## config.mk

```make
export PLATFORM = sky130hd
export DESIGN_NAME = baseball_scoreboard_mux_flat
export DESIGN_NICKNAME = d
export VERILOG_FILES = /design/src/rtl/baseball_scoreboard_mux_if.sv /design/src/rtl/baseball_scoreboard_mux.sv /design/src/flat_wrapper.sv
export SDC_FILE = /design/constraint.sdc
export NUM_CORES = 1
export LEC_CHECK = 0
export CAP_MARGIN = 20
export CORE_ASPECT_RATIO = 1.4
export CORE_MARGIN = 3
export CORE_UTILIZATION = 54
export DETAILED_ROUTE_END_ITERATION = 10
export PLACE_DENSITY = 0.81
export SLEW_MARGIN = 40
export SYNTH_ARGS = -nofsm -noshare
export SYNTH_HDL_FRONTEND = slang
export SYNTH_SLANG_ARGS = --single-unit
```

## constraint.sdc

```tcl
create_clock -name clk -period 4.32 [get_ports clk]
set_input_delay 1.08 -clock clk [delete_from_list [all_inputs] [get_ports clk]]
set_output_delay 1.08 -clock clk [all_outputs]
set_load 0.02 [all_outputs]
```

## src/rtl/baseball_scoreboard_mux_if.sv

```systemverilog
`default_nettype none
//============================================================================
// Module      : baseball_scoreboard_mux_if
// Description : Bundle between the game-state logic and the scoreboard
//               output block: run/team/base inputs, LED, 7-segment and
//               score status outputs.
// Revision    : 1.0 - initial release
//============================================================================
interface baseball_scoreboard_mux_if #(
    parameter int DIGITS = 2
);
    // Game-state side
    logic                  team;
    logic [2:0]            base;
    logic [3:0]            add_to_score;
    logic                  clear_scores;

    // Board-pin side
    logic                  team0_led;
    logic                  team1_led;
    logic                  base1_led;
    logic                  base2_led;
    logic                  base3_led;
    logic [7:0]            seg_out;
    logic [2*DIGITS-1:0]   digit_sel;
    logic [4*DIGITS-1:0]   score0_bcd;
    logic [4*DIGITS-1:0]   score1_bcd;

    // Game-state logic drives events and observes the board
    modport master (
        output team, base, add_to_score, clear_scores,
        input  team0_led, team1_led, base1_led, base2_led, base3_led,
        input  seg_out, digit_sel, score0_bcd, score1_bcd
    );

    // Scoreboard block consumes events and drives the board
    modport slave (
        input  team, base, add_to_score, clear_scores,
        output team0_led, team1_led, base1_led, base2_led, base3_led,
        output seg_out, digit_sel, score0_bcd, score1_bcd
    );
endinterface
`default_nettype wire

```

## src/rtl/baseball_scoreboard_mux.sv

```systemverilog
`default_nettype none
//============================================================================
// Module      : baseball_scoreboard_mux
// Description : Two-team saturating BCD run totals with edge-detected run
//               crediting, a time-multiplexed common-segment 7-segment
//               display with leading-zero blanking, and team/base LEDs.
// Revision    : 1.0 - initial release
//============================================================================
module baseball_scoreboard_mux #(
    parameter int DIGITS         = 2,
    parameter int SCAN_DIV       = 1024,
    parameter int SEG_ACTIVE_LOW = 1
) (
    input  wire logic                 clk,
    input  wire logic                 reset_n,
    baseball_scoreboard_mux_if.slave  bus
);

    localparam int c_NUM_DIGITS = 2 * DIGITS;
    localparam int c_IDX_W      = (c_NUM_DIGITS > 1) ? $clog2(c_NUM_DIGITS) : 1;
    localparam int c_DIV_W      = (SCAN_DIV > 1) ? $clog2(SCAN_DIV) : 1;
    localparam int c_SCORE_W    = 4 * DIGITS;

    localparam logic [7:0] c_SEG_ZERO_LOW = 8'b00000011;
    localparam logic [7:0] c_SEG_BLANK_LOW = 8'b11111111;
    localparam logic [7:0] c_SEG_RESET =
        (SEG_ACTIVE_LOW != 0) ? c_SEG_ZERO_LOW : ~c_SEG_ZERO_LOW;
    localparam logic [c_DIV_W-1:0] c_DIV_LAST = c_DIV_W'(SCAN_DIV - 1);
    localparam logic [c_IDX_W-1:0] c_IDX_LAST = c_IDX_W'(c_NUM_DIGITS - 1);

    // Registered state
    logic [c_SCORE_W-1:0]    r_score0;
    logic [c_SCORE_W-1:0]    r_score1;
    logic                    r_prev_add;
    logic [c_DIV_W-1:0]      r_div;
    logic [c_IDX_W-1:0]      r_idx;
    logic [c_NUM_DIGITS-1:0] r_digit_sel;
    logic [7:0]              r_seg;

    // Combinational helpers
    logic                    w_add_nz;
    logic                    w_fire;
    logic [2:0]              w_add_val;
    logic [c_SCORE_W-1:0]    w_target;
    logic [c_SCORE_W-1:0]    w_sum_bcd;
    logic [c_SCORE_W-1:0]    w_new_score;
    logic                    w_sat;
    logic [4:0]              w_dsum;
    logic                    w_carry;
    logic [DIGITS-1:0]       w_blankable0;
    logic [DIGITS-1:0]       w_blankable1;
    logic [3:0]              w_nibble;
    logic                    w_blank;
    logic [7:0]              w_seg_low;
    logic [7:0]              w_seg_next;
    logic                    w_load;

    // Active-low segment pattern {a,b,c,d,e,f,g,dp} for one BCD nibble
    function automatic logic [7:0] seg_pattern(input logic [3:0] nib);
        logic [7:0] pat;
        case (nib)
            4'd0:    pat = 8'b00000011;
            4'd1:    pat = 8'b10011111;
            4'd2:    pat = 8'b00100101;
            4'd3:    pat = 8'b00001101;
            4'd4:    pat = 8'b10011001;
            4'd5:    pat = 8'b01001001;
            4'd6:    pat = 8'b01000001;
            4'd7:    pat = 8'b00011111;
            4'd8:    pat = 8'b00000001;
            4'd9:    pat = 8'b00001001;
            default: pat = 8'b10010001;
        endcase
        return pat;
    endfunction

    // A run is credited only on the first cycle of a nonzero request
    assign w_add_nz = |bus.add_to_score;
    assign w_fire   = w_add_nz & ~r_prev_add;

    // One-hot run code to run count; anything else credits nothing
    always_comb begin
        w_add_val = 3'd0;
        case (bus.add_to_score)
            4'b0001: w_add_val = 3'd1;
            4'b0010: w_add_val = 3'd2;
            4'b0100: w_add_val = 3'd3;
            4'b1000: w_add_val = 3'd4;
            default: w_add_val = 3'd0;
        endcase
    end

    assign w_target = bus.team ? r_score1 : r_score0;

    // Ripple decimal add of the run count into the LSD of the batting team
    always_comb begin
        w_sum_bcd = '0;
        w_carry   = 1'b0;
        w_dsum    = '0;
        for (int i = 0; i < DIGITS; i++) begin
            if (i == 0) begin
                w_dsum = {1'b0, w_target[4*i +: 4]} + {2'b00, w_add_val};
            end else begin
                w_dsum = {1'b0, w_target[4*i +: 4]} + {4'b0000, w_carry};
            end
            if (w_dsum > 5'd9) begin
                w_sum_bcd[4*i +: 4] = 4'(w_dsum - 5'd10);
                w_carry             = 1'b1;
            end else begin
                w_sum_bcd[4*i +: 4] = w_dsum[3:0];
                w_carry             = 1'b0;
            end
        end
        w_sat = w_carry;
    end

    // Carry out of the MSD means the true sum overflowed: pin at all 9s
    assign w_new_score = w_sat ? {DIGITS{4'h9}} : w_sum_bcd;

    // Score registers: clear wins over a same-cycle run, which is dropped
    always_ff @(posedge clk or negedge reset_n) begin
        if (!reset_n) begin
            r_score0   <= '0;
            r_score1   <= '0;
            r_prev_add <= 1'b0;
        end else begin
            r_prev_add <= w_add_nz;
            if (bus.clear_scores) begin
                r_score0 <= '0;
                r_score1 <= '0;
            end else if (w_fire && (w_add_val != 3'd0)) begin
                if (bus.team) begin
                    r_score1 <= w_new_score;
                end else begin
                    r_score0 <= w_new_score;
                end
            end
        end
    end

    // Scan timing: dwell SCAN_DIV clocks per digit, then step to the next
    always_ff @(posedge clk or negedge reset_n) begin
        if (!reset_n) begin
            r_div <= '0;
            r_idx <= '0;
        end else if (r_div == c_DIV_LAST) begin
            r_div <= '0;
            r_idx <= (r_idx == c_IDX_LAST) ? '0 : r_idx + 1'b1;
        end else begin
            r_div <= r_div + 1'b1;
        end
    end

    // A digit may be blanked when it and every more-significant digit are 0
    for (genvar j = 0; j < DIGITS; j++) begin : g_blank
        assign w_blankable0[j] = (j != 0) && !(|r_score0[c_SCORE_W-1:4*j]);
        assign w_blankable1[j] = (j != 0) && !(|r_score1[c_SCORE_W-1:4*j]);
    end

    // Pick the nibble and blank flag for the digit index being scanned
    always_comb begin
        w_nibble = 4'd0;
        w_blank  = 1'b0;
        for (int i = 0; i < DIGITS; i++) begin
            if (r_idx == c_IDX_W'(i)) begin
                w_nibble = r_score0[4*i +: 4];
                w_blank  = w_blankable0[i];
            end
            if (r_idx == c_IDX_W'(DIGITS + i)) begin
                w_nibble = r_score1[4*i +: 4];
                w_blank  = w_blankable1[i];
            end
        end
    end

    assign w_seg_low  = w_blank ? c_SEG_BLANK_LOW : seg_pattern(w_nibble);
    assign w_seg_next = (SEG_ACTIVE_LOW != 0) ? w_seg_low : ~w_seg_low;

    // The display latches a new digit once, on the first dwell cycle
    assign w_load = (r_div == '0);

    // Segment bus and digit select update together, one cycle after index
    always_ff @(posedge clk or negedge reset_n) begin
        if (!reset_n) begin
            r_digit_sel <= c_NUM_DIGITS'(1);
            r_seg       <= c_SEG_RESET;
        end else if (w_load) begin
            r_digit_sel <= c_NUM_DIGITS'(1) << r_idx;
            r_seg       <= w_seg_next;
        end
    end

    // LEDs follow the game-state inputs directly; base LEDs are active-low
    assign bus.team0_led  = bus.team;
    assign bus.team1_led  = !bus.team;
    assign bus.base1_led  = !bus.base[2];
    assign bus.base2_led  = !bus.base[1];
    assign bus.base3_led  = !bus.base[0];

    assign bus.seg_out    = r_seg;
    assign bus.digit_sel  = r_digit_sel;
    assign bus.score0_bcd = r_score0;
    assign bus.score1_bcd = r_score1;

endmodule
`default_nettype wire

```

## src/flat_wrapper.sv

```systemverilog
// flat-port wrapper written by rule: the top's interface ports become plain ports
module baseball_scoreboard_mux_flat 
#(
    parameter int DIGITS         = 2,
    parameter int SCAN_DIV       = 1024,
    parameter int SEG_ACTIVE_LOW = 1
)
  (clk, reset_n, bus_team, bus_base, bus_add_to_score, bus_clear_scores, bus_team0_led, bus_team1_led, bus_base1_led, bus_base2_led, bus_base3_led, bus_seg_out, bus_digit_sel, bus_score0_bcd, bus_score1_bcd);
  baseball_scoreboard_mux_if #(.DIGITS(DIGITS)) bus_i ();
  input  wire logic clk;
  input  wire logic reset_n;
  input wire logic [$bits(bus_i.team)-1:0] bus_team;
  input wire logic [$bits(bus_i.base)-1:0] bus_base;
  input wire logic [$bits(bus_i.add_to_score)-1:0] bus_add_to_score;
  input wire logic [$bits(bus_i.clear_scores)-1:0] bus_clear_scores;
  output wire logic [$bits(bus_i.team0_led)-1:0] bus_team0_led;
  output wire logic [$bits(bus_i.team1_led)-1:0] bus_team1_led;
  output wire logic [$bits(bus_i.base1_led)-1:0] bus_base1_led;
  output wire logic [$bits(bus_i.base2_led)-1:0] bus_base2_led;
  output wire logic [$bits(bus_i.base3_led)-1:0] bus_base3_led;
  output wire logic [$bits(bus_i.seg_out)-1:0] bus_seg_out;
  output wire logic [$bits(bus_i.digit_sel)-1:0] bus_digit_sel;
  output wire logic [$bits(bus_i.score0_bcd)-1:0] bus_score0_bcd;
  output wire logic [$bits(bus_i.score1_bcd)-1:0] bus_score1_bcd;
  assign bus_i.team = bus_team;
  assign bus_i.base = bus_base;
  assign bus_i.add_to_score = bus_add_to_score;
  assign bus_i.clear_scores = bus_clear_scores;
  assign bus_team0_led = bus_i.team0_led;
  assign bus_team1_led = bus_i.team1_led;
  assign bus_base1_led = bus_i.base1_led;
  assign bus_base2_led = bus_i.base2_led;
  assign bus_base3_led = bus_i.base3_led;
  assign bus_seg_out = bus_i.seg_out;
  assign bus_digit_sel = bus_i.digit_sel;
  assign bus_score0_bcd = bus_i.score0_bcd;
  assign bus_score1_bcd = bus_i.score1_bcd;
  baseball_scoreboard_mux #(.DIGITS(DIGITS), .SCAN_DIV(SCAN_DIV), .SEG_ACTIVE_LOW(SEG_ACTIVE_LOW)) u_core (.clk(clk), .reset_n(reset_n), .bus(bus_i));
endmodule
```

# Word level (Yosys, flattened, before mapping)

Memories as Yosys holds them, arrays and structs flattened.
Cells that the tools add are included.
Widths: inputs -> output; s select.

Flip-flop bits (word level): 41
Bits in read-only memories: 112
Input bits: 11
Output and inout bits: 33
Memories: 1

Memory list:

| name             | words | bits a word | read ports | clocked after Yosys merged registers in | wr ports | RTL line                      | source |
|---|---|---|---|---|---|---|---|
| (name not given) | 16    | 7           | 1          | 0                                       | 0        | baseball_scoreboard_mux.sv:61 | `case (nib)` |

$add $sub $neg: 6
Order comparisons: 2
Equality and inequality tests: 9
Shift-type cells: 1
Muxes and demuxes: 22
Bitwise logic cells: 2
Reduce and logical (&&, ||, !) cells: 17

Operators by type and width:

| operator              | count |
|---|---|
| $mux 8                | 9 |
| $mux 4                | 6 |
| $pmux 3 s4            | 1 |
| $reduce_or 4->1       | 3 |
| $add 10x1->10 const B | 1 |
| $eq 10x10->1 const B  | 1 |
| $gt 5x4->1 const B    | 2 |
| $logic_not 10->1      | 1 |
| $mux 10               | 1 |
| $sub 4x4->4 const B   | 2 |
| $logic_not 1->1       | 6 |
| $add 4x1->5           | 1 |
| $add 4x3->5           | 1 |
| $eq 2x2->1 const B    | 2 |
| $eq 4x1->1 const B    | 1 |
| $eq 4x2->1 const B    | 1 |
| $eq 4x3->1 const B    | 1 |
| $eq 4x4->1 const B    | 1 |
| $mux 1                | 4 |
| $reduce_and 2->1      | 2 |
| $reduce_bool 2->1     | 2 |
| $shl 1x2->4 const A   | 1 |
| $reduce_bool 3->1     | 1 |
| $add 2x1->2 const B   | 1 |
| 7 further kinds       | 7 |

# Depth between registers and ports, before layout

Gate-level depths: netlist of run 1.

Word-level depth: 12
Mapped depth: 16

# Worst setup path before layout of run 1

No wires, ideal clock.

Path type: in2reg
Start point: input bus_team
End point: register u_core.r_score0[5] (netlist: u_core.bus.score0_bcd[5])
Data arrival time: 4.709 ns
Required time: 4.199 ns
Path slack: -0.510 ns
Cell stages on the path: 14
Buffers on the path: 1
Cell sequence: buf_6 -> mux2_2 -> ha_1 -> fa_1 -> or2_2 -> maj3_1 -> o211a_1 -> ha_1 -> ha_1 -> inv_1 -> a22o_2 -> a211o_1 -> and2_4 -> a22o_2

Word-level cells in the longest chain between the ends: 11

RTL lines:

| what                                      | RTL line                                                       | source |
|---|---|---|
| start: declaration                        | flat_wrapper.sv:12                                             | `input wire logic [$bits(bus_i.team)-1:0] bus_team;` |
| $mux 8                                    | baseball_scoreboard_mux.sv:93                                  | `assign w_target = bus.team ? r_score1 : r_score0;` |
| $add 4x3->5                               | baseball_scoreboard_mux.sv:102                                 | `w_dsum = {1'b0, w_target[4*i +: 4]} + {2'b00, w_add_val};` |
| $gt 5x4->1                                | baseball_scoreboard_mux.sv:106                                 | `if (w_dsum > 5'd9) begin` |
| $mux 1                                    | baseball_scoreboard_mux.sv:106                                 |  |
| $add 4x1->5                               | baseball_scoreboard_mux.sv:104                                 | `w_dsum = {1'b0, w_target[4*i +: 4]} + {4'b0000, w_carry};` |
| $sub 4x4->4 or $gt 5x4->1 (tied branches) | baseball_scoreboard_mux.sv:107, baseball_scoreboard_mux.sv:106 |  |
| $mux 4 or $mux 1 (tied branches)          | baseball_scoreboard_mux.sv:106                                 |  |
| $mux 8                                    | baseball_scoreboard_mux.sv:118                                 | `assign w_new_score = w_sat ? {DIGITS{4'h9}} : w_sum_bcd;` |
| $mux 8                                    | baseball_scoreboard_mux.sv:132                                 | `if (bus.team) begin` |
| $mux 8                                    | baseball_scoreboard_mux.sv:131                                 | `end else if (w_fire && (w_add_val != 3'd0)) begin` |
| $mux 8                                    | baseball_scoreboard_mux.sv:128                                 | `if (bus.clear_scores) begin` |
| end signal: assignment                    | baseball_scoreboard_mux.sv:135                                 | `r_score0 <= w_new_score;` |
| end: declaration                          | baseball_scoreboard_mux.sv:32                                  | `logic [c_SCORE_W-1:0] r_score0;` |

Several ways; a longest one is shown, not always the timed one. The select of a mux whose other input is x is not followed.
A chain may end at the register's enable or synchronous reset.

# Worst setup path in the final report of run 1

Start point: input bus_add_to_score[1]
End point: register u_core.r_score0[2] (netlist: u_core.bus.score0_bcd[2])

Word-level cells in the longest chain between the ends: 12

RTL lines:

| what                                     | RTL line                       | source |
|---|---|---|
| start: declaration                       | flat_wrapper.sv:14             | `input wire logic [$bits(bus_i.add_to_score)-1:0] bus_add_to_score;` |
| $eq 4x4->1, or another cell as far along | baseball_scoreboard_mux.sv:84  | `case (bus.add_to_score)` |
| $pmux 3 s4                               | baseball_scoreboard_mux.sv:84  |  |
| $add 4x3->5                              | baseball_scoreboard_mux.sv:102 |  |
| $gt 5x4->1                               | baseball_scoreboard_mux.sv:106 |  |
| $mux 1                                   | baseball_scoreboard_mux.sv:106 |  |
| $add 4x1->5                              | baseball_scoreboard_mux.sv:104 |  |
| $gt 5x4->1                               | baseball_scoreboard_mux.sv:106 |  |
| $mux 1                                   | baseball_scoreboard_mux.sv:106 |  |
| $mux 8                                   | baseball_scoreboard_mux.sv:118 |  |
| $mux 8                                   | baseball_scoreboard_mux.sv:132 |  |
| $mux 8                                   | baseball_scoreboard_mux.sv:131 |  |
| $mux 8                                   | baseball_scoreboard_mux.sv:128 |  |

Several ways; a longest one is shown, not always the timed one. The select of a mux whose other input is x is not followed.

==> reports/metrics.yaml, run 1 <==
synth_top_area_share_pct: 35.1
layout_min_cycle_time_ns: 4.24
endpoint_kind: "register"
antenna_found_initial: 0
cts_root_buffer: "clkbuf_8"
pin_count: 44
syn_area_sq_um: 2710
ant_nets: 0
clock_sinks: 40
drt_iter0_drc: 136
antenna_cells: 0
area_growth_syn_to_layout_pct: 28.9
synth-edff-count: 0
fp.coreArea_sq_um: 4680
synth.yosys.seq_area_share_pct: 37.1
cts_buffer_depth: 2
stdcell_count: 414
hold-worst-slack_ns: 0.503
drv_slew: 0
port_buffers: 42
htreeDepth: 2
skew_ns: 0.00805
hpwlAfterDp_mm: 5.10
dr.pass1.iters: 4
max-vdd-ir-drop_mv: 0.207
max-slew-margin-rel_pct: 49.6
yosys-top-cells-area: "dfrtp_1 35%, ha_1 7.4%, nor2_1 4.9%"
design_area_sq_um: 3490
placed_area_sq_um: 3370
status: "finished, final reports clean"
nets: 380
max_freq_mhz: 236
grt_max_degree: 41
post-route-period-util_pct: 98.2
wl_per_cell_um: 16.5
maxCapViolCount: 0
leakage_nw: 1.49
powerDensity_nw_per_um2: 201
tightest_slew_ns: 0.754
grt_pass1_vias: 2360
clock_latency_ns: 0.29
ys_seq_elements: 40
cts_tree: "yes"
setup_viol: 0
synth_cells: 288
synth-async-reset-ratio_pct: 100
die_w_um: 65.8
gp_congestion: 0.872
grtUsageTotal_pct: 24.5
grt_overflow_total: 0
crit_arrival_ns: 4.41
yosysMostFrequentCell: "dfrtp_1"
drcViolationCount: 0
path_clk_slew_ns: 0.07
yosysTopAreaCell: "dfrtp_1"
vias: 2468
num_rows: 29
drive_gt1_share_pct: 21.3
synthFlopType: "dfrtp_1"
grt_first_pass_wirelength_mm: 11.4
cp-start-kind: "input port"
synth_common_cells: "38 x dfrtp_1, 35 x nor2_1, 17 x inv_1"
ys_types: 59
die_h_um: 89.8
avgSynthCellArea_sq_um: 9.40
hold_path.class: "reg -> reg"
required_ns: 4.49
placed_cells: 404
initial_utilization_pct: 57.8
rsz0062_at_grt: "no"
die-area_sq_um: 5910
numCtsBuffers: 5
hold_viol_final: 0
via_per_inst: 5.96
yosysWarnings: 0
worstPathMaxFanout: 5
crit_type: "in -> reg"
syn_nets: 316
finalWirelength_mm: 6.84
-- layout by cell type (no fill, tap or decap), types with 6 or more instances in the layout --
master and instances:
dfrtp_1 38, clkdlybuf4s50_1 36, nor2_1 35, buf_4 30, inv_1 16, nand2_1 15
nand3_1 14, ha_1 13, mux2_2 9, nor2b_1 7, a21oi_1 7, nor3_1 7
a211oi_2 7, o21ai_0 6
-- report_power, final --
part	total (W)	internal, W	switching [W]
clock	0.000229	0.000110	0.000119
combinational	0.0000879	0.0000411	0.0000468
sequential	0.000383	0.000380	0.00000323
-- path summary, 6_finish.rpt --
path,from,to,slack (ns),cells past startpoint
hold reg to reg,u_core.r_div[6]$_DFF_PN0_,u_core.r_div[6]$_DFF_PN0_,0.50,1
hold / removal,u_core.r_div[6]$_DFF_PN0_,u_core.r_div[6]$_DFF_PN0_,0.50,1
min in group asynchronous,reset_n,u_core.bus.score0_bcd[6]$_DFFE_PN0P_,0.75,1
max in group asynchronous,reset_n,u_core.bus.digit_sel[0]$_DFFE_PN1N_,3.19,1
setup reg to reg,u_core.bus.score1_bcd[0]$_DFFE_PN0P_,u_core.bus.score0_bcd[2]$_DFFE_PN0P_,0.63,13
setup / recovery,bus_add_to_score[1],u_core.bus.score0_bcd[2]$_DFFE_PN0P_,0.08,15
-- worst max-delay path, stage by stage --
cell     delay [ns]
buf_4          0.13
xnor2_2        0.13
nor3_2         0.20
buf_4          0.15
fa_2           0.44
or2_4          0.26
maj3_2         0.31
o211a_1        0.26
ha_4           0.17
ha_4           0.26
inv_2          0.03
a22o_2         0.22
a211o_1        0.31
and2_4         0.19
a32o_1         0.25
-- final cells by class --
type / count / area (sq um)
well taps: 62 / 77.6
flip-flops and latches: 40 / 1000
multi-input cells: 219 / 1660
clock buffers: 6 / 72.6
clock inverters: 1 / 5.00
fillers: 355 / 1190
repair buffers: 69 / 612
inverters: 17 / 63.8
-- flip-flops by register name, summed over array words and instances (netlist names) --
signal and cells:
u_core.r_idx 2, u_core.bus.seg_out 7, u_core.bus.score1_bcd 8, u_core.r_prev_add 1
u_core.bus.digit_sel 4, u_core.bus.score0_bcd 8, u_core.r_div 10
-- metal layers --
layer / global-route usage, % / share of wire (%)
met1: 29.0 / 40
met2: 42.1 / 52
met3: 4.99 / 4.0
met4: 9.86 / 3.3
met5: 0 / 0
-- stage by stage --
stage | utilization, % | worst slack, ns | setup TNS [ns] | total power (W)
after floorplan | - | -0.172 | -1.36 | 0.000434
after global placement | 72.0 | -0.644 | -8.96 | 0.000474
after detailed placement | 72.0 | -0.687 | -9.52 | 0.000476
after CTS | 73.8 | 0.00813 | 0 | 0.000704
after global routing | 74.6 | 0.00127 | 0 | 0.000731
final | 74.6 | 0.0781 | 0 | 0.000700
-- kinds of logic after synthesis --
group	Yosys count	synth area share, %
compound gates	64	18.5
fa+ha+maj	18	8.51
other cells	1	0.139
simple gates	108	20.3
xor+xnor	12	3.88
mux	16	6.56
buf+inv	29	4.99
flops	40	37.1
-- what timing repair did --
action | CTS | global route
gates resized for setup | 20 | 9
buffers inserted | 2 | 1
endpoints found under the setup margin | 14 | 12
hold buffers | 0 | 0
pin swaps | 8 | 13
Note: power is estimated with default switching activity, not from simulation.
==> run 2, diff against run 1 <==
CORE_UTILIZATION = 58   (was 54)
PLACE_DENSITY = 0.86   (was 0.81)
clock period = 5 ns   (was 4.32 ns; I/O delays follow)
==> run 2 against run 1 <==
Compared with the run above: wire length decreased by 4.0%; first-iteration DRC count grew 42%; sequential power shrank 14%; global-route usage up 0.58 points; hold slack lost 0.0027 ns; power decreased by 4.3%; critical endpoint unchanged.
==> reports/metrics.yaml, run 2 (synthesized netlist as in run 1, its figures left out) <==
drive_gt1_share_pct: 17.7
antenna_cells: 0
grt_pass1_vias: 2463
wl_per_cell_um: 16.0
setup_viol: 0
hold-worst-slack_ns: 0.501
path_clk_slew_ns: 0.09
grtUsageTotal_pct: 25.1
port_buffers: 42
fill_cells: 302
num_rows: 28
drt_iter0_drc: 193
rsz0062_at_grt: "no"
hold_path.class: "reg -> reg"
worstPathMaxFanout: 5
cts_root_buffer: "clkbuf_8"
initial_utilization_pct: 61.8
clock_sinks: 40
internal-power_w: 0.000511
gp_congestion: 0.868
nets: 377
vias: 2456
final_cell_mix: "38 x clkdlybuf4s50_1, 38 x dfrtp_1, 35 x nor2_1"
seqPwrFrac_pct: 49.3
cts_tree: "yes"
antenna_found_initial: 0
largest-register: "u_core.r_div"
grt_max_degree: 41
pin_count: 44
leakage_nw: 1.48
clkPwrFrac_pct: 40.0
status: "finished, final reports clean"
max_freq_mhz: 204
tightest_slew_ns: 0.768
via_per_inst: 5.99
dr.pass1.iters: 4
placed_area_sq_um: 3300
drcViolationCount: 0
p_sw_w: 0.000159
powerDensity_nw_per_um2: 194
ant_nets: 0
layout_min_cycle_time_ns: 4.90
post-route-period-util_pct: 98.0
drv_slew: 0
max-slew-margin-rel_pct: 48.8
die-area_sq_um: 5530
die_h_um: 86.8
crit_arrival_ns: 5.08
placed_cells: 401
crit_type: "in -> reg"
finalWirelength_mm: 6.57
multi_input_area_sq_um: 1590
hpwlAfterDp_mm: 5.09
endpoint_kind: "register"
regToRegSetupSlack_ns: 1.11
grt_use_met3_pct: 3.11
die_w_um: 63.7
holdBufCountCts: 0
stdcell_count: 410
busiest_layer: "met2"
cp-start-kind: "input port"
met1_usage_pct: 28.1
maxCapViolCount: 0
switching_share_pct: 23.7
seq_area_sq_um: 1000
area_growth_syn_to_layout_pct: 27.5
hold_viol_final: 0
fp.coreArea_sq_um: 4380
grt_first_pass_wirelength_mm: 11.1
cts_buffer_depth: 2
max-vdd-ir-drop_mv: 0.127
clock_latency_ns: 0.30
design_area_sq_um: 3450
numCtsBuffers: 5
largest_register_ffs: 10
htreeDepth: 2
p_comb_share_pct: 10.7
skew_ns: 0.00756
grt_overflow_total: 0
required_ns: 5.18
power_w: 0.000670
met2_usage_pct: 46.6
## run 2: area by class of cell
cell class              count  share of cell area [%]
multi-input cells         219                    46.1
flip-flops and latches     40                    29.1
repair buffers             66                    17.4
well taps                  60                    2.18
clock buffers               5                    1.99
inverters                  17                    1.85
clock inverters             3                    1.34
## run 2: final timing paths
kind / start / depth (start not counted) / endpoint
max: bus_add_to_score[1] / 14 / u_core.bus.score0_bcd[2]$_DFFE_PN0P_
min: u_core.r_div[6]$_DFF_PN0_ / 1 / u_core.r_div[6]$_DFF_PN0_
max reg2reg: u_core.bus.score1_bcd[0]$_DFFE_PN0P_ / 13 / u_core.bus.score0_bcd[2]$_DFFE_PN0P_
min reg2reg: u_core.r_div[6]$_DFF_PN0_ / 1 / u_core.r_div[6]$_DFF_PN0_
max in group asynchronous: reset_n / 1 / u_core.bus.seg_out[1]$_DFFE_PN1N_
min in group asynchronous: reset_n / 1 / u_core.bus.seg_out[3]$_DFFE_PN0N_
## run 2: power by group through the flow
stage               sequential, W  combinational (W)  clock [W]
global route             0.000331          0.0000772   0.000283
floorplan                0.000342          0.0000305          0
finish                   0.000331          0.0000715   0.000268
detailed placement       0.000337          0.0000718          0
CTS                      0.000331          0.0000722   0.000268
global placement         0.000337          0.0000695          0
## run 2: what timing repair did
action                     in CTS  in global routing
pin swaps                       1                  5
setup endpoints to repair      14                 14
resized for setup               2                  6
setup buffers                   0                  1
## run 2: routing by layer
layer	routed length [um]	share of wire, %
met4	218	3.3
met5	0	0
met3	277	4.2
met1	2520	38
met2	3560	54
## run 2: critical path, cell delays in order
cell and delay [ns]:
clkdlybuf4s50_1 0.49, nor3_2 0.27, ha_2 0.24, fa_1 0.43
or2_2 0.31, maj3_2 0.32, o211a_1 0.22, ha_2 0.21
ha_4 0.27, inv_1 0.04, a22o_2 0.25, a211o_1 0.34
and2_4 0.18, a32o_1 0.26
## run 2: stage by stage
stage	utilization (%)	setup TNS [ns]	setup WS, ns
5_1_grt	78.8	0	0.00628
2_1_floorplan	-	0	0.0518
6_report	78.8	0	0.101
4_1_cts	78.1	0	0.00625
3_3_place_gp	75.3	-4.01	-0.336
3_5_place_dp	75.4	-6.18	-0.472
